## src/rtl/sram_arb_pkg.sv

```systemverilog
// sram_arb_pkg: shared types and constants for the video SRAM arbiter.
// Optional fairness limit elsewhere is controlled by SRAM_ARB_FAIRNESS_EN.
package sram_arb_pkg;

    localparam int SRAM_AW = 18;
    localparam int SRAM_DW = 16;

    typedef enum logic [1:0] {
        IDLE  = 2'd0,
        READ  = 2'd1,
        WRITE = 2'd2,
        TURN  = 2'd3
    } arb_state_t;

    localparam logic OWNER_VID  = 1'b0;
    localparam logic OWNER_HOST = 1'b1;

endpackage

```

## src/rtl/sram_arbiter_if.sv

```systemverilog
// sram_arbiter_if: video port, host port and SRAM pins of the arbiter.
// master = arbiter side, slave = requesters plus SRAM device side.
interface sram_arbiter_if;
    import sram_arb_pkg::*;

    logic               vid_req;
    logic [SRAM_AW-1:0] vid_addr;
    logic               vid_gnt;
    logic               vid_rvalid;
    logic [SRAM_DW-1:0] vid_rdata;

    logic               host_req;
    logic               host_we;
    logic [SRAM_AW-1:0] host_addr;
    logic [SRAM_DW-1:0] host_wdata;
    logic [1:0]         host_be;
    logic               host_gnt;
    logic               host_rvalid;
    logic [SRAM_DW-1:0] host_rdata;

    logic [SRAM_AW-1:0] ram_addr;
    logic [SRAM_DW-1:0] ram_dout;
    logic [SRAM_DW-1:0] ram_din;
    logic               ram_ce;
    logic               ram_oe;
    logic               ram_we;
    logic               ram_lb;
    logic               ram_hb;

    modport master (
        input  vid_req, vid_addr,
        input  host_req, host_we, host_addr, host_wdata, host_be,
        input  ram_din,
        output vid_gnt, vid_rvalid, vid_rdata,
        output host_gnt, host_rvalid, host_rdata,
        output ram_addr, ram_dout, ram_ce, ram_oe, ram_we, ram_lb, ram_hb
    );

    modport slave (
        output vid_req, vid_addr,
        output host_req, host_we, host_addr, host_wdata, host_be,
        output ram_din,
        input  vid_gnt, vid_rvalid, vid_rdata,
        input  host_gnt, host_rvalid, host_rdata,
        input  ram_addr, ram_dout, ram_ce, ram_oe, ram_we, ram_lb, ram_hb
    );

endinterface

```

## src/rtl/sram_arb_select.sv

```systemverilog
// sram_arb_select: picks the owner of the next SRAM access.
// Video wins by default; with SRAM_ARB_FAIRNESS_EN defined a burst counter
// forces a host grant after VID_BURST_MAX video grants made while host waits.
module sram_arb_select
    import sram_arb_pkg::*;
#(
    parameter int VID_BURST_MAX = 8
) (
    input  logic clk100,
    input  logic reset,
    input  logic vidReq,
    input  logic hostReq,
    input  logic accept,
    output logic owner
);

`ifdef SRAM_ARB_FAIRNESS_EN
    localparam int            CW    = $clog2(VID_BURST_MAX + 1);
    localparam logic [CW-1:0] LIMIT = CW'(VID_BURST_MAX);

    logic [CW-1:0] burstCnt;
    logic          hostDue;

    // host is owed the slot once the video burst limit has been reached
    always_comb begin
        hostDue = hostReq && (burstCnt >= LIMIT);
        owner   = (vidReq && !hostDue) ? OWNER_VID : OWNER_HOST;
    end

    // count video grants made while host waits; any host grant or idle host clears
    always_ff @(posedge clk100) begin
        if (reset) begin
            burstCnt <= '0;
        end else if (!hostReq) begin
            burstCnt <= '0;
        end else if (accept) begin
            if (owner == OWNER_HOST) begin
                burstCnt <= '0;
            end else if (burstCnt < LIMIT) begin
                burstCnt <= burstCnt + 1'b1;
            end
        end
    end
`else
    logic unusedSel;

    // strict video priority
    always_comb begin
        owner = vidReq ? OWNER_VID : OWNER_HOST;
    end

    assign unusedSel = ^{clk100, reset, hostReq, accept, (VID_BURST_MAX == 0)};
`endif

endmodule

```

## src/rtl/sram_arbiter.sv

```systemverilog
// sram_arbiter: shares the 256Kx16 video SRAM between the tile fetcher
// (read-only video port) and the host port. Fixed-length strobed accesses,
// one turnaround cycle after every write, all outputs registered.
// Build option: SRAM_ARB_FAIRNESS_EN bounds host starvation (see sram_arb_select).
module sram_arbiter
    import sram_arb_pkg::*;
#(
    parameter int ACCESS_CYCLES = 2,
    parameter int VID_BURST_MAX = 8
) (
    input logic            clk100,
    input logic            reset,
    sram_arbiter_if.master bus
);

    localparam int            SW   = (ACCESS_CYCLES > 1) ? $clog2(ACCESS_CYCLES) : 1;
    localparam logic [SW-1:0] LAST = SW'(ACCESS_CYCLES - 1);

    arb_state_t    state;
    logic [SW-1:0] strbCnt;
    logic          curOwner;

    logic vidCand;
    logic hostCand;
    logic closing;
    logic canAccept;
    logic accept;
    logic readDone;
    logic selOwner;

    // a port whose gnt is showing is still holding its old request; ignore it
    always_comb begin
        vidCand   = bus.vid_req  && !bus.vid_gnt;
        hostCand  = bus.host_req && !bus.host_gnt;
        closing   = (strbCnt == LAST);
        readDone  = (state == READ) && closing;
        canAccept = (state == IDLE) || readDone;
        accept    = canAccept && (vidCand || hostCand);
    end

    sram_arb_select #(
        .VID_BURST_MAX(VID_BURST_MAX)
    ) u_select (
        .clk100 (clk100),
        .reset  (reset),
        .vidReq (vidCand),
        .hostReq(hostCand),
        .accept (accept),
        .owner  (selOwner)
    );

    // access sequencer: state, strobe cycle counter and current owner
    always_ff @(posedge clk100) begin
        if (reset) begin
            state    <= IDLE;
            strbCnt  <= '0;
            curOwner <= OWNER_VID;
        end else if (accept) begin
            state    <= (selOwner == OWNER_HOST && bus.host_we) ? WRITE : READ;
            strbCnt  <= '0;
            curOwner <= selOwner;
        end else begin
            case (state)
                READ: begin
                    if (closing) state <= IDLE;
                    else         strbCnt <= strbCnt + 1'b1;
                end
                WRITE: begin
                    if (closing) state <= TURN;
                    else         strbCnt <= strbCnt + 1'b1;
                end
                TURN:    state <= IDLE;
                default: state <= IDLE;
            endcase
        end
    end

    // SRAM pins: capture winner's address/data/enables, drop strobes at close
    always_ff @(posedge clk100) begin
        if (reset) begin
            bus.ram_addr <= '0;
            bus.ram_dout <= '0;
            bus.ram_ce   <= 1'b0;
            bus.ram_oe   <= 1'b0;
            bus.ram_we   <= 1'b0;
            bus.ram_lb   <= 1'b0;
            bus.ram_hb   <= 1'b0;
        end else if (accept) begin
            bus.ram_ce <= 1'b1;
            if (selOwner == OWNER_VID) begin
                bus.ram_addr <= bus.vid_addr;
                bus.ram_oe   <= 1'b1;
                bus.ram_we   <= 1'b0;
                bus.ram_lb   <= 1'b1;
                bus.ram_hb   <= 1'b1;
            end else begin
                bus.ram_addr <= bus.host_addr;
                if (bus.host_we) begin
                    bus.ram_dout <= bus.host_wdata;
                    bus.ram_oe   <= 1'b0;
                    bus.ram_we   <= 1'b1;
                    bus.ram_lb   <= bus.host_be[0];
                    bus.ram_hb   <= bus.host_be[1];
                end else begin
                    bus.ram_oe   <= 1'b1;
                    bus.ram_we   <= 1'b0;
                    bus.ram_lb   <= 1'b1;
                    bus.ram_hb   <= 1'b1;
                end
            end
        end else if (closing && (state == READ || state == WRITE)) begin
            bus.ram_ce <= 1'b0;
            bus.ram_oe <= 1'b0;
            bus.ram_we <= 1'b0;
            bus.ram_lb <= 1'b0;
            bus.ram_hb <= 1'b0;
        end
    end

    // requester handshake: one-cycle grant pulses and read data return
    always_ff @(posedge clk100) begin
        if (reset) begin
            bus.vid_gnt     <= 1'b0;
            bus.host_gnt    <= 1'b0;
            bus.vid_rvalid  <= 1'b0;
            bus.host_rvalid <= 1'b0;
            bus.vid_rdata   <= '0;
            bus.host_rdata  <= '0;
        end else begin
            bus.vid_gnt     <= accept && (selOwner == OWNER_VID);
            bus.host_gnt    <= accept && (selOwner == OWNER_HOST);
            bus.vid_rvalid  <= readDone && (curOwner == OWNER_VID);
            bus.host_rvalid <= readDone && (curOwner == OWNER_HOST);
            if (readDone && curOwner == OWNER_VID)  bus.vid_rdata  <= bus.ram_din;
            if (readDone && curOwner == OWNER_HOST) bus.host_rdata <= bus.ram_din;
        end
    end

endmodule

```

## src/flat_wrapper.sv

```systemverilog
// flat-port wrapper written by rule: the top's interface ports become plain ports
module sram_arbiter_flat import sram_arb_pkg::*;
#(
    parameter int ACCESS_CYCLES = 2,
    parameter int VID_BURST_MAX = 8
)
  (clk100, reset, bus_vid_req, bus_vid_addr, bus_host_req, bus_host_we, bus_host_addr, bus_host_wdata, bus_host_be, bus_ram_din, bus_vid_gnt, bus_vid_rvalid, bus_vid_rdata, bus_host_gnt, bus_host_rvalid, bus_host_rdata, bus_ram_addr, bus_ram_dout, bus_ram_ce, bus_ram_oe, bus_ram_we, bus_ram_lb, bus_ram_hb);
  sram_arbiter_if bus_i ();
  input logic clk100;
  input logic reset;
  input wire logic [$bits(bus_i.vid_req)-1:0] bus_vid_req;
  input wire logic [$bits(bus_i.vid_addr)-1:0] bus_vid_addr;
  input wire logic [$bits(bus_i.host_req)-1:0] bus_host_req;
  input wire logic [$bits(bus_i.host_we)-1:0] bus_host_we;
  input wire logic [$bits(bus_i.host_addr)-1:0] bus_host_addr;
  input wire logic [$bits(bus_i.host_wdata)-1:0] bus_host_wdata;
  input wire logic [$bits(bus_i.host_be)-1:0] bus_host_be;
  input wire logic [$bits(bus_i.ram_din)-1:0] bus_ram_din;
  output wire logic [$bits(bus_i.vid_gnt)-1:0] bus_vid_gnt;
  output wire logic [$bits(bus_i.vid_rvalid)-1:0] bus_vid_rvalid;
  output wire logic [$bits(bus_i.vid_rdata)-1:0] bus_vid_rdata;
  output wire logic [$bits(bus_i.host_gnt)-1:0] bus_host_gnt;
  output wire logic [$bits(bus_i.host_rvalid)-1:0] bus_host_rvalid;
  output wire logic [$bits(bus_i.host_rdata)-1:0] bus_host_rdata;
  output wire logic [$bits(bus_i.ram_addr)-1:0] bus_ram_addr;
  output wire logic [$bits(bus_i.ram_dout)-1:0] bus_ram_dout;
  output wire logic [$bits(bus_i.ram_ce)-1:0] bus_ram_ce;
  output wire logic [$bits(bus_i.ram_oe)-1:0] bus_ram_oe;
  output wire logic [$bits(bus_i.ram_we)-1:0] bus_ram_we;
  output wire logic [$bits(bus_i.ram_lb)-1:0] bus_ram_lb;
  output wire logic [$bits(bus_i.ram_hb)-1:0] bus_ram_hb;
  assign bus_i.vid_req = bus_vid_req;
  assign bus_i.vid_addr = bus_vid_addr;
  assign bus_i.host_req = bus_host_req;
  assign bus_i.host_we = bus_host_we;
  assign bus_i.host_addr = bus_host_addr;
  assign bus_i.host_wdata = bus_host_wdata;
  assign bus_i.host_be = bus_host_be;
  assign bus_i.ram_din = bus_ram_din;
  assign bus_vid_gnt = bus_i.vid_gnt;
  assign bus_vid_rvalid = bus_i.vid_rvalid;
  assign bus_vid_rdata = bus_i.vid_rdata;
  assign bus_host_gnt = bus_i.host_gnt;
  assign bus_host_rvalid = bus_i.host_rvalid;
  assign bus_host_rdata = bus_i.host_rdata;
  assign bus_ram_addr = bus_i.ram_addr;
  assign bus_ram_dout = bus_i.ram_dout;
  assign bus_ram_ce = bus_i.ram_ce;
  assign bus_ram_oe = bus_i.ram_oe;
  assign bus_ram_we = bus_i.ram_we;
  assign bus_ram_lb = bus_i.ram_lb;
  assign bus_ram_hb = bus_i.ram_hb;
  sram_arbiter #(.ACCESS_CYCLES(ACCESS_CYCLES), .VID_BURST_MAX(VID_BURST_MAX)) u_core (.clk100(clk100), .reset(reset), .bus(bus_i));
endmodule
```

## config.mk

```make
export PLATFORM = sky130hd
export DESIGN_NAME = sram_arbiter_flat
export DESIGN_NICKNAME = d
export VERILOG_FILES = /design/src/rtl/sram_arb_pkg.sv /design/src/rtl/sram_arbiter_if.sv /design/src/rtl/sram_arb_select.sv /design/src/rtl/sram_arbiter.sv /design/src/flat_wrapper.sv
export SDC_FILE = /design/constraint.sdc
export NUM_CORES = 1
export LEC_CHECK = 0
export ABC_CLOCK_PERIOD_IN_PS = 2350
export CAP_MARGIN = 20
export CORE_MARGIN = 2
export CORE_UTILIZATION = 45
export CTS_BUF_LIST = sky130_fd_sc_hd__clkbuf_4 sky130_fd_sc_hd__clkbuf_8
export CTS_CLUSTER_SIZE = 40
export DETAILED_ROUTE_END_ITERATION = 10
export PLACE_DENSITY = 0.88
export SLEW_MARGIN = 30
export SYNTH_ARGS = -nofsm -noshare
export SYNTH_HDL_FRONTEND = slang
export SYNTH_SLANG_ARGS = --single-unit
```

## constraint.sdc

```tcl
create_clock -name clk100 -period 2.35 [get_ports clk100]
set_input_delay 0.235 -clock clk100 [delete_from_list [all_inputs] [get_ports clk100]]
set_output_delay 0.235 -clock clk100 [all_outputs]
set_load 0.01 [all_outputs]
```

* Yosys cells after proc, flatten, opt, wreduce, memory -nomap -nowiden *
Index checks and enable logic that the tools add are counted.

word-level totals
  logic and storage cells = 66
  input port bits = 75
  register bits = 79
  output and inout bits = 75

operators by class
  equal/unequal tests = 4
  reductions and logical operators = 21
  bitwise operators = 2
  add/subtract/negate cells = 1
  multiplexer cells = 22

operators with widths
  operator                                        count
  two-way mux 18 bit                              1
  two-way mux 1 bit                               16
  logical AND 1 bit                               10
  two-way mux 2 bit                               4
  != test 3 x 1 -> 1 bit (second input constant)  2
  case mux 2 bit (2 select lines)                 1
  OR reduction 2 bit                              2
  logical OR 1 bit                                3
  AND reduction 3 bit                             1
  == test 2 x 1 -> 1 bit (second input constant)  1
  == test 2 bit (second input constant)           1
  logical NOT 1 bit                               2
  logical NOT 2 bit                               1
  inverter 1 bit                                  2
  AND reduction 2 bit                             1
  nonzero test 2 bit                              1
  adder 1 bit (second input constant)             1

* Depth between registers and ports, before layout *
Gate-level depths: netlist of run 1.

  word-level depth = 6
  gate-level depth with buffers = 9
  mapped depth without buffers = 6

* Cells and area by module *
From an unflattened synthesis of run 1, not the netlist that was laid out.

second synthesis, totals
  cell total of the unflattened synthesis = 336
  area, all modules = 3012.9 um^2

by module, submodules not included
  module           seq. area each (um^2)  cells an instance  area an instance (um^2)  times used
  sram_arbiter     1581.5                 335                3009.1                   1
  sram_arb_select  0.0                    1                  3.8                      1

* Worst setup path after synthesis of run 1 *
No wires, ideal clock.

  kind = register to register
  start = reg u_core.state[1]
  end = reg u_core.bus.ram_dout[0]
  setup slack = 745 ps
  setup time = 134 ps
  required time = 2216 ps
  buffers on the path = 3
  cell stages (with the launch flop) = 10
  period minus slack after synthesis = 1605 ps
  arrival time = 1471 ps
  cell sequence = dfxtp_1 > inv_1 > ha_1 > buf_6 > a21o_4 > and4_1 > clkbuf_2 > buf_4 > nand2_1 > a21oi_1

between the ends
  cells in the longest elaborated chain, start to end = 5
  elaborated cells on any way between the ends = 6
  those cells by class = 1 x eq/ne; 5 x reduce/logical

RTL lines
  element                                   line                   text
  from (decl)                               sram_arbiter.sv:19     arb_state_t state;
  from (signal assigned)                    sram_arbiter.sv:59     state <= (selOwner == OWNER_HOST && bus.host_we) ? WRITE : READ;
  == test 2 x 1 -> 1 bit                    sram_arbiter.sv:36     readDone = (state == READ) && closing;
  logical AND 1 bit                         sram_arbiter.sv:36
  logical OR 1 bit (*)                      sram_arbiter.sv:37     canAccept = (state == IDLE) || readDone;
  logical AND 1 bit (*)                     sram_arbiter.sv:38     accept = canAccept && (vidCand || hostCand);
  AND reduction 3 bit (no source line) (*)  n/a
  to (signal assigned)                      sram_arbiter.sv:99     bus.ram_dout <= bus.host_wdata;
  to (decl)                                 sram_arbiter_if.sv:36  output ram_addr, ram_dout, ram_ce, ram_oe, ram_we, ram_lb, ram_hb

Every way passes the cells marked *; elsewhere a longest branch is shown, timed or not.
A chain may end at the register's enable or synchronous reset.

* Final worst setup path of run 1 *
  start = reg u_core.state[1]
  end = reg u_core.state[0]

between the ends
  cells in the longest elaborated chain, start to end = 6
  elaborated cells on any way between the ends = 11
  those cells by class = 4 x eq/ne; 2 x mux; 5 x reduce/logical

RTL lines
  element                                  line
  == test 2 x 1 -> 1 bit                   sram_arbiter.sv:36, sram_arbiter.sv:63
  logical AND 1 bit                        sram_arbiter.sv:36
  logical OR 1 bit                         sram_arbiter.sv:37
  logical AND 1 bit                        sram_arbiter.sv:38
  != test 3 x 1 -> 1 bit (no source line)  n/a
  AND reduction 2 bit (no source line)     n/a

Parallel ways exist; a longest one is shown, timed or not.

==> metrics.txt, run 1 <==
PD cells=approximately 700 nW/um^2; failing checks=DRC; crit-path max FO=40; Register-to-Register Path Depth=7; initial antenna violation count=0; flop-to-flop setup slack=between 500 and 600 ps; remaining antenna violation count=0; largest net degree at the start of global routing=around 40; DP Area=4498 sq um; cells along the critical path=inv_1, ha_1, a21o_4, o21a_1, buf_12, a211o_1, a21oi_2; register area share after synthesis=0.5240; final setup skew=7.541 ps; Syn Area/Cell=8.069 sq um; critical path endpoint category=register; RSZ-0062 raised after global routing=false; Place WS=roughly 470 ps; CTS sink count=just under 80; top flip-flop cell by instance count after synthesis=dfxtp_1; Synth cell types=27; Slew Limit Headroom=0.5213; post-route insts no fill=between 500 and 600; Setup Viol. Count Final=0; Async SR Flop Fraction=0; DRT Wirelength=roughly 8100 um; delay-heaviest family, CP=compound AO/OA/AOI/OAI gates; Pre-antenna DRT Iters=10; Initial DRC Count=between 150 and 200; FMAX=544.2 MHz; required time of the critical path=around 2600 ps; critical path class=reg -> reg; syn nets=~450; Ports=150; worst hold stages=2; Hold WS=365.2 ps; Yosys top cell by area=dfxtp_1; worst slew pin tran=roughly 720 ps; slowest CP cell=dfxtp_1; Core Box Area=6422 sq um; cts repair resizes=0; switch share=0.2602; CP Buf/Inv Count=2; DRC viols=12; Initial Utilization=0.4699; leakage power=roughly 1.7 nW; Sequential Power Share=0.452; max cap viols=0; Syn. warnings=0; vias in the first global route=slightly below 3000; ratio of cells with drive above 1 in the final layout=0.05426; hold_buf cts=0; reg2reg end=u_core.state[0]; CTS Buf Count=9; H-tree lvl count=3; most frequent cell after synthesis=nand2_1; Die H=85.89 um; Worst Hold End=u_core.bus.vid_rvalid; Worst Hold Class=in -> reg; total global routing track utilization=0.2247; Std-Cell Rows=29; GPL Wtd Cong=between 0.7 and 0.8; CTS tree=built; switching power total=0.8627 mW; Final Hold Fails=0; Yosys top cell area share=0.5240; top cells by count, synth=137 x nand2_1, 79 x dfxtp_1, 55 x a21oi_1; IO buf count=149; status=complete, but fails checks; placed cells=577; Clock Root Buffer=clkbuf_8; first-pass GRT wire length=about 13000 um; final worst slack=around 510 ps; Post-Syn Instances=between 300 and 400; Sequential Area=~1600 sq um; logic gate share of total power=0.209; full die area=roughly 7400 sq um; Final Cycle Share=0.7820; Clock Latency Late Sink=approximately 350 ps; setup tns final=0 ps; FILL cells=slightly below 500; Int Pwr=approximately 2.5 mW; Post-DP HPWL=between 5000 and 6000 um; area of the multi-input gates=about 1300 sq um; final instance area=~4700 sq um; Post-synth EDFFs=0; CP Launch Type=register; fin. max-slew vios=0; FF+latch count, synth=a little under 80; Crit path largest cell delay=approximately 370 ps; Die X=85.89 um; drt via density=5.115; Area contributors post-synth=dfxtp_1 52%, nand2_1 17%, a21oi_1 9.1%, a311oi_1 5.2%, nor2_1 3.1%; maximum clock path buffer count=2; GRT Residual Overflow=0; total number of vias=~3000; Period minus WS final=1838 ps; nets=589; n_diodes=0; Worst Path Arrival=about 2100 ps; reg-to-reg startpoint=u_core.state[1]; CTS clk-pin slew, worst paths=about 80 ps; layout overhead on the synthesized area=56.55%; Synth Cell Area=3018 sq um; min-delay src=reset; clock share of power=0.339; Setup Fix Bufs, Post-CTS=0; drt wl/cell=about 14 um; Max rail drop VDD=0.5332 mV
-- power groups by stage --
stage	registers, mW	logic, mW	clock network [mW]
CTS	1.50	0.700	1.14
detailed placement	1.53	0.695	0
finish	1.50	0.694	1.12
floorplan	1.56	0.323	0
global placement	1.52	0.681	0
global route	1.51	0.759	1.20
-- state kept, by name, indices dropped and copies added (netlist names) --
signal	count
u_core.bus.vid_rdata	16
u_core.bus.ram_dout	16
u_core.bus.ram_hb	1
u_core.bus.host_rvalid	1
u_core.bus.ram_oe	1
u_core.bus.ram_we	1
u_core.bus.ram_ce	1
u_core.bus.ram_lb	1
u_core.curOwner	1
u_core.bus.host_rdata	16
u_core.bus.host_gnt	1
u_core.bus.vid_rvalid	1
u_core.closing	1
u_core.bus.ram_addr	18
u_core.state	2
u_core.bus.vid_gnt	1
-- per-layer routing --
layer	share of wire	wire (um)	track usage	vias up
met3	0.084	684	0.06449	12
met2	0.50	4075	0.3918	114
li1	-	-	-	1514
met4	0.016	127	0.08514	0
met5	0	0	0	-
met1	0.40	3227	0.2600	1393
-- placed cells by master, fill, tap and decap left out, types with 2 or more instances in the layout --
cell	synthesis	layout
a21oi_1	55	55
a311oi_1	18	18
buf_12	0	2
buf_4	1	4
bufinv_16	0	2
clkbuf_8	0	10
clkdlybuf4s50_1	0	148
dfxtp_1	79	79
ha_1	3	3
inv_1	3	3
nand2_1	137	137
nand3_1	3	3
nor2_1	25	25
nor2b_1	2	2
nor3_1	8	8
-- final cells by class --
class                      instances  area share
clock inverter                     5     0.01721
clock buffer                      11     0.03072
sequential                        79      0.3347
multi-input combinational        263      0.2651
timing repair buffer             155      0.3294
inverter                           3    0.002383
tap                               77     0.02039
-- stage by stage --
stage	total power, mW	utilization
after floorplan	1.881	-
after global placement	2.205	0.7004
after detailed placement	2.222	0.7004
after CTS	3.336	0.7356
after global routing	3.467	0.7356
final	3.315	0.7356
-- how the worst max path moves through the flow --
stage | start | to | slack (ps) | depth (start not counted)
floorplan | u_core.state[1] | u_core.bus.ram_dout[0] | 750 | 9
global placement | bus_host_req | u_core.bus.ram_addr[8] | 530 | 6
detailed placement | bus_host_req | u_core.bus.ram_addr[14] | 470 | 6
CTS | u_core.state[1] | u_core.state[0] | 510 | 7
global route | u_core.state[1] | u_core.bus.ram_dout[2] | 400 | 6
finish | u_core.state[1] | u_core.state[0] | 510 | 7
-- cell families (layout without fill, tap and decap cells) --
| logic type | count (synthesis) | in the layout | synth area share |
|---|---|---|---|
| fa+ha+maj | 3 | 3 | 0.01244 |
| flops | 79 | 79 | 0.5240 |
| buf+inv | 32 | 174 | 0.06094 |
| compound gates | 80 | 80 | 0.1654 |
| simple gates | 180 | 180 | 0.2371 |
Note: power is estimated with default switching activity, not from simulation.
==> run 2: changes to the inputs <==
ABC_CLOCK_PERIOD_IN_PS = 1500   (was 2350)
CORE_UTILIZATION = 37   (was 45)
PLACE_DENSITY = 0.78   (was 0.88)
clock period = 1.5 ns   (was 2.35 ns; I/O delays follow)
==> run 2 against run 1 <==
Against the previous run: the flow now finishes without violations; global-route usage is 3.8 points lower; combinational power is 89% higher; register-to-register slack worse by 510 ps; cell area is 6.1% higher; critical endpoint is now u_core.bus.ram_hb; highest routed layer unchanged.
==> metrics.txt, run 2 (synthesis gave the netlist of run 1 again) <==
status=complete, no violations; Initial DRC Count=70 (-57%); maximum clock path buffer count=2 (unchanged); DRT Wirelength=8678 um (+6.9%); post-route insts no fill=639 (+7.8%); layout overhead on the synthesized area=66.09%; GPL Wtd Cong=0.8366 (+4.7%); commonest non-fill, non-tap cell in the layout=clkdlybuf4s50_1; Max rail drop VDD=0.5581 mV (+4.7%); Hold WS=290.3 ps (-74.87 ps); Worst Hold Class=in -> reg; Core Box Area=7807 sq um (+22%); critical path class=reg -> reg; Period minus WS final=1500 ps (-338.0 ps); Die X=94.32 um (+9.8%); Ports=150 (unchanged); fin. max-slew vios=0 (unchanged); CTS tree=built; setup tns final=0 ps (unchanged); Slew Limit Headroom=0.7656 (+0.2443); FILL cells=670 (+39%); Worst Path Arrival=1720 ps (-400 ps); Largest Register=u_core.bus.ram_addr; final core utilization=0.6420 (-0.09364); drt via density=4.782 (-6.5%); Clock Latency Late Sink=340 ps (about the same); FMAX=666.8 MHz (+23%); Setup Viol. Count Final=0 (unchanged); vias in the first global route=2936 (-0.78%); worst hold stages=3 (+1); final total power=5.234 mW (+58%); Crit path largest cell delay=370 ps (about the same); total number of vias=3056 (+0.76%); DRC viols=0 (-12); cells along the critical path=inv_2, ha_4, a21o_4, o21a_4, buf_8, buf_6, a21oi_1, nor3_1; CTS sink count=79 (unchanged); critical path endpoint category=register; max cap viols=0 (unchanged); CTS clk-pin slew, worst paths=80 ps (about the same); CP Buf/Inv Count=3 (+1); Final Cycle Share=0.9998 (+0.2178); hold_buf cts=0 (unchanged); CTS Buf Count=9 (unchanged); worst slew pin tran=351.6 ps (-364.4 ps); largest net degree at the start of global routing=80 (+95%); drt wl/cell=13.58 um (-0.77%); IO buf count=149 (unchanged); full die area=8895 sq um (+21%); GRT Residual Overflow=0 (unchanged); remaining antenna violation count=0 (unchanged); required time of the critical path=1720 ps (-910 ps); most frequent cells in the layout=148 x clkdlybuf4s50_1, 135 x nand2_1, 77 x dfxtp_1; total global routing track utilization=0.1864 (-0.03838); Die H=94.32 um (+9.8%); Pre-antenna DRT Iters=4 (-6); Post-DP HPWL=6065 um (+4.0%); initial antenna violation count=0 (unchanged); nets=610 (+3.6%); Initial Utilization=0.3865 (-0.08336); leakage power=1.821 nW (+7.5%); ratio of cells with drive above 1 in the final layout=0.1155 (+0.06119); PD cells=1044 nW/um^2 (+49%); delay-heaviest family, CP=compound AO/OA/AOI/OAI gates; placed cells=617 (+6.9%); Clock Root Buffer=clkbuf_8; Std-Cell Rows=32 (+10%); H-tree lvl count=3 (unchanged); RSZ-0062 raised after global routing=true; CP Launch Type=register; Critical Path Stages=8 (+1); Final Hold Fails=0 (unchanged); Largest register FFs=18 (unchanged); n_diodes=0 (unchanged); first-pass GRT wire length=13140 um (-0.68%); crit-path max FO=6 (-85%); final setup skew=10.29 ps (+2.747 ps); Register-to-Register Path Depth=8 (+1); slowest CP cell=dfxtp_2
run 2: final timing paths:
path / from / end / slack (ps)
hold reg to reg: u_core.bus.host_rdata[13] / u_core.bus.host_rdata[13] / 450
setup / recovery: u_core.state[0] / u_core.bus.ram_hb / 0.3
hold / removal: reset / u_core.state[1] / 290
setup reg to reg: u_core.state[0] / u_core.bus.ram_hb / 0.3
run 2: area by class of cell:
cell class                      instances  area, sq um  share of cell area
Clock inverter                          5        57.56             0.01148
Timing Repair Buffer                  176         1772              0.3535
Clock buffer                           11        145.1             0.02896
Tap cell                              102        127.6             0.02546
Multi-Input combinational cell        263         1313              0.2619
Sequential cell                        79         1584              0.3160
Inverter                                3        13.76            0.002746
run 2: metal layers:
layer | wire length [um] | track usage | up-vias | share of wire
li1 | - | - | 1552 | -
met1 | 3482 | 0.2078 | 1392 | 0.40
met2 | 4332 | 0.3262 | 104 | 0.50
met3 | 787 | 0.07624 | 8 | 0.091
met4 | 77 | 0.05435 | 0 | 0.0089
met5 | 0 | 0 | - | 0
run 2: where the power goes:
group / switching, mW / internal, mW / total (mW) / leakage (nW)
clock: 0.741 / 0.833 / 1.57 / 0.107
combinational: 0.565 / 0.749 / 1.31 / 1.07
sequential: 0.0925 / 2.25 / 2.35 / 0.645
run 2: per-stage QoR:
| stage | area (sq um) | setup slack (ps) |
|---|---|---|
| 3_3_place_gp | 4671 | -118.3 |
| 6_report | 5012 | 0.3290 |
| 5_1_grt | 5012 | -50.21 |
| 4_1_cts | 4892 | 11.09 |
| 3_5_place_dp | 4671 | -185.5 |
| 2_1_floorplan | 3034 | 5.487 |
run 2: worst register-to-register path: stages, from the launching register on:
cell	delay, ps
dfxtp_2	370
inv_2	70
ha_4	160
a21o_4	190
o21a_4	130
buf_8	130
buf_6	120
a21oi_1	140
nor3_1	70
run 2: repair_timing:
item                       in CTS  in global routing
pin swaps                       0                 14
setup endpoints to repair      54                 49
setup buffers                   0                  5
resized for setup               6                 15
cloned                          0                  1
==> run 3: changes to the inputs <==
SYNTH_HIERARCHICAL = 1   (was unset)
==> run 3 against run 2 <==
Against the previous run: worst hold slack got worse by 83 ps; die area decreased by 0.29%; clock-buffer cell count increased by 1; wire length increased by 0.83%; sequential share of layout area decreased by 1.3 points; clock power increased by 16%; synthesized cell count decreased by 10%; worst setup slack got worse by 75 ps; synthesized area decreased by 0.29%; the run now ends with setup timing left; combinational power increased by 57%; largest power group unchanged.
==> metrics.txt, run 3 <==
placed cells=580 (-6.0%); remaining antenna violation count=0 (unchanged); PD cells=1216 nW/um^2 (+16%); final worst slack=-74.33 ps (-74.65 ps); syn nets=413 (-8.6%); Worst Path Arrival=1800 ps (+80 ps); Crit path largest cell delay=340 ps (-30 ps); GPL Wtd Cong=0.7581 (-9.4%); Final Cycle Share=1.050 (+0.04977); Std-Cell Rows=32 (unchanged); commonest non-fill, non-tap cell in the layout=clkdlybuf4s50_1; n_diodes=0 (unchanged); CTS sink count=79 (unchanged); Clock Latency Late Sink=330 ps (about the same); CTS clk-pin slew, worst paths=80 ps (about the same); Die X=94.18 um (-0.14%); drt via density=4.826 (+0.91%); GRT Residual Overflow=0 (unchanged); slowest CP cell=dfxtp_2; crit-path max FO=8 (+2); leakage power=1.956 nW (+7.4%); FILL cells=621 (-7.3%); ratio of cells with drive above 1 in the final layout=0.1657 (+0.05022); Syn. warnings=6 (+6); final core utilization=0.6712 (+0.02917); total number of vias=2939 (-3.8%); cells along the critical path=inv_4, ha_4, a21oi_4, a211oi_4, buf_6, buf_16, mux2i_2, nor2_1; final setup skew=9.088 ps (-1.201 ps); post-route insts no fill=609 (-4.7%); Final Hold Fails=0 (unchanged); CP Launch Type=register; WL met1=3647 um (+4.7%); drt wl/cell=14.37 um (+5.8%); DRC viols=0 (unchanged); Post-Syn Instances=335 (-10%); Largest register FFs=18 (unchanged); Max rail drop VDD=0.7075 mV (+27%); IO buf count=149 (unchanged); CTS Buf Count=9 (unchanged); Initial DRC Count=89 (+27%); Post-DP HPWL=5958 um (-1.8%); initial antenna violation count=0 (unchanged); Largest Register=u_core/bus.ram_addr; most frequent cells in the layout=148 x clkdlybuf4s50_1, 76 x dfxtp_1, 69 x nand2_1; Slew Limit Headroom=0.7471 (-0.01850); Die H=94.18 um (-0.14%); Syn Area/Cell=8.982 sq um (+11%); critical path class=reg -> reg; FMAX=635.2 MHz (-4.7%); Max Used Layer=met4; critical path endpoint category=register; DP Area=4731 sq um (+1.3%); Period minus WS final=1574 ps (+74.65 ps); Synth Cell Area=3009 sq um (-0.29%); Core Box Area=7807 sq um (unchanged); Clock Root Buffer=clkbuf_8; full die area=8870 sq um (-0.29%); metal2 WL=4419 um (+2.0%); worst slew pin tran=379.4 ps (+27.75 ps); final instance area=5240 sq um (+4.5%); fin. max-slew vios=0 (unchanged); required time of the critical path=1730 ps (about the same); Pre-antenna DRT Iters=4 (unchanged); Setup Viol. Count Final=16 (+16); hold_buf cts=0 (unchanged); max cap viols=0 (unchanged); Initial Utilization=0.3854 (-0.001122); layout overhead on the synthesized area=74.14%; H-tree lvl count=3 (unchanged); Ports=150 (unchanged); DRT Wirelength=8750 um (+0.83%); largest net degree at the start of global routing=28 (-65%); failing checks=setup timing; status=complete, but fails checks; RSZ-0062 raised after global routing=true; met3 routed wirelength=630 um (-20%); CTS tree=built; vias in the first global route=2884 (-1.8%); Worst Hold Class=in -> reg; maximum clock path buffer count=2 (unchanged); first-pass GRT wire length=13720 um (+4.4%); total global routing track utilization=0.1948 (+0.008403); nets=580 (-4.9%)
## run 3: power by group
group          switching [mW]  internal [mW]  leakage, nW
clock network           0.761           1.05        0.117
registers               0.151           2.34        0.646
logic                   0.898           1.16         1.19
## run 3: final timing paths
path / from / cells past startpoint / endpoint / slack (ps)
setup / recovery: u_core/state[1] / 8 / u_core/bus.ram_dout[3] / -70
hold / removal: reset / 2 / u_core/curOwner / 210
hold reg to reg: u_core/bus.host_rdata[13] / 2 / u_core/bus.host_rdata[13] / 460
setup reg to reg: u_core/state[1] / 8 / u_core/bus.ram_dout[3] / -70
## run 3: cell type report
type / count / area (sq um) / area share
multi-input combinational: 227 / 1430 / 0.2729
sequential: 79 / 1588 / 0.3030
tap: 102 / 127.6 / 0.02436
clock inverter: 4 / 76.32 / 0.01457
inverter: 4 / 17.52 / 0.003343
clock buffer: 12 / 158.9 / 0.03032
timing repair buffer: 181 / 1842 / 0.3515
## run 3: critical path, delay by kind of cell (launching register included)
family,cells,cell delay [ps]
AO/OA/AOI/OAI,2,350
adder cells (fa/ha/maj),1,140
buffers and inverters,3,350
flip-flops,1,340
multiplexers,1,210
AND/OR/NAND/NOR,1,70
## run 3: through the flow
stage	power (mW)	hold WS [ps]	setup slack [ps]	TNS (ps)
floorplan	3.319	286.0	-6.449	-57.69
global placement	4.167	441.1	-133.6	-5348
detailed placement	4.218	448.7	-197.8	-8599
CTS	6.253	199.1	-25.09	-191.3
global route	6.716	230.7	-139.6	-2634
finish	6.370	207.6	-74.33	-501.9
## run 3: metal layers
metal  GRT usage  vias to the layer above
met5           0                        -
met4     0.05072                        0
met3     0.06661                        6
met2      0.3399                      101
met1      0.2274                     1376
li1            -                     1456
## run 3: timing repair
item | in CTS | in global routing
setup buffers | 6 | 3
gates resized for setup | 16 | 25
pin swaps | 5 | 8
setup endpoints to repair | 62 | 63
gates cloned | 2 | 3
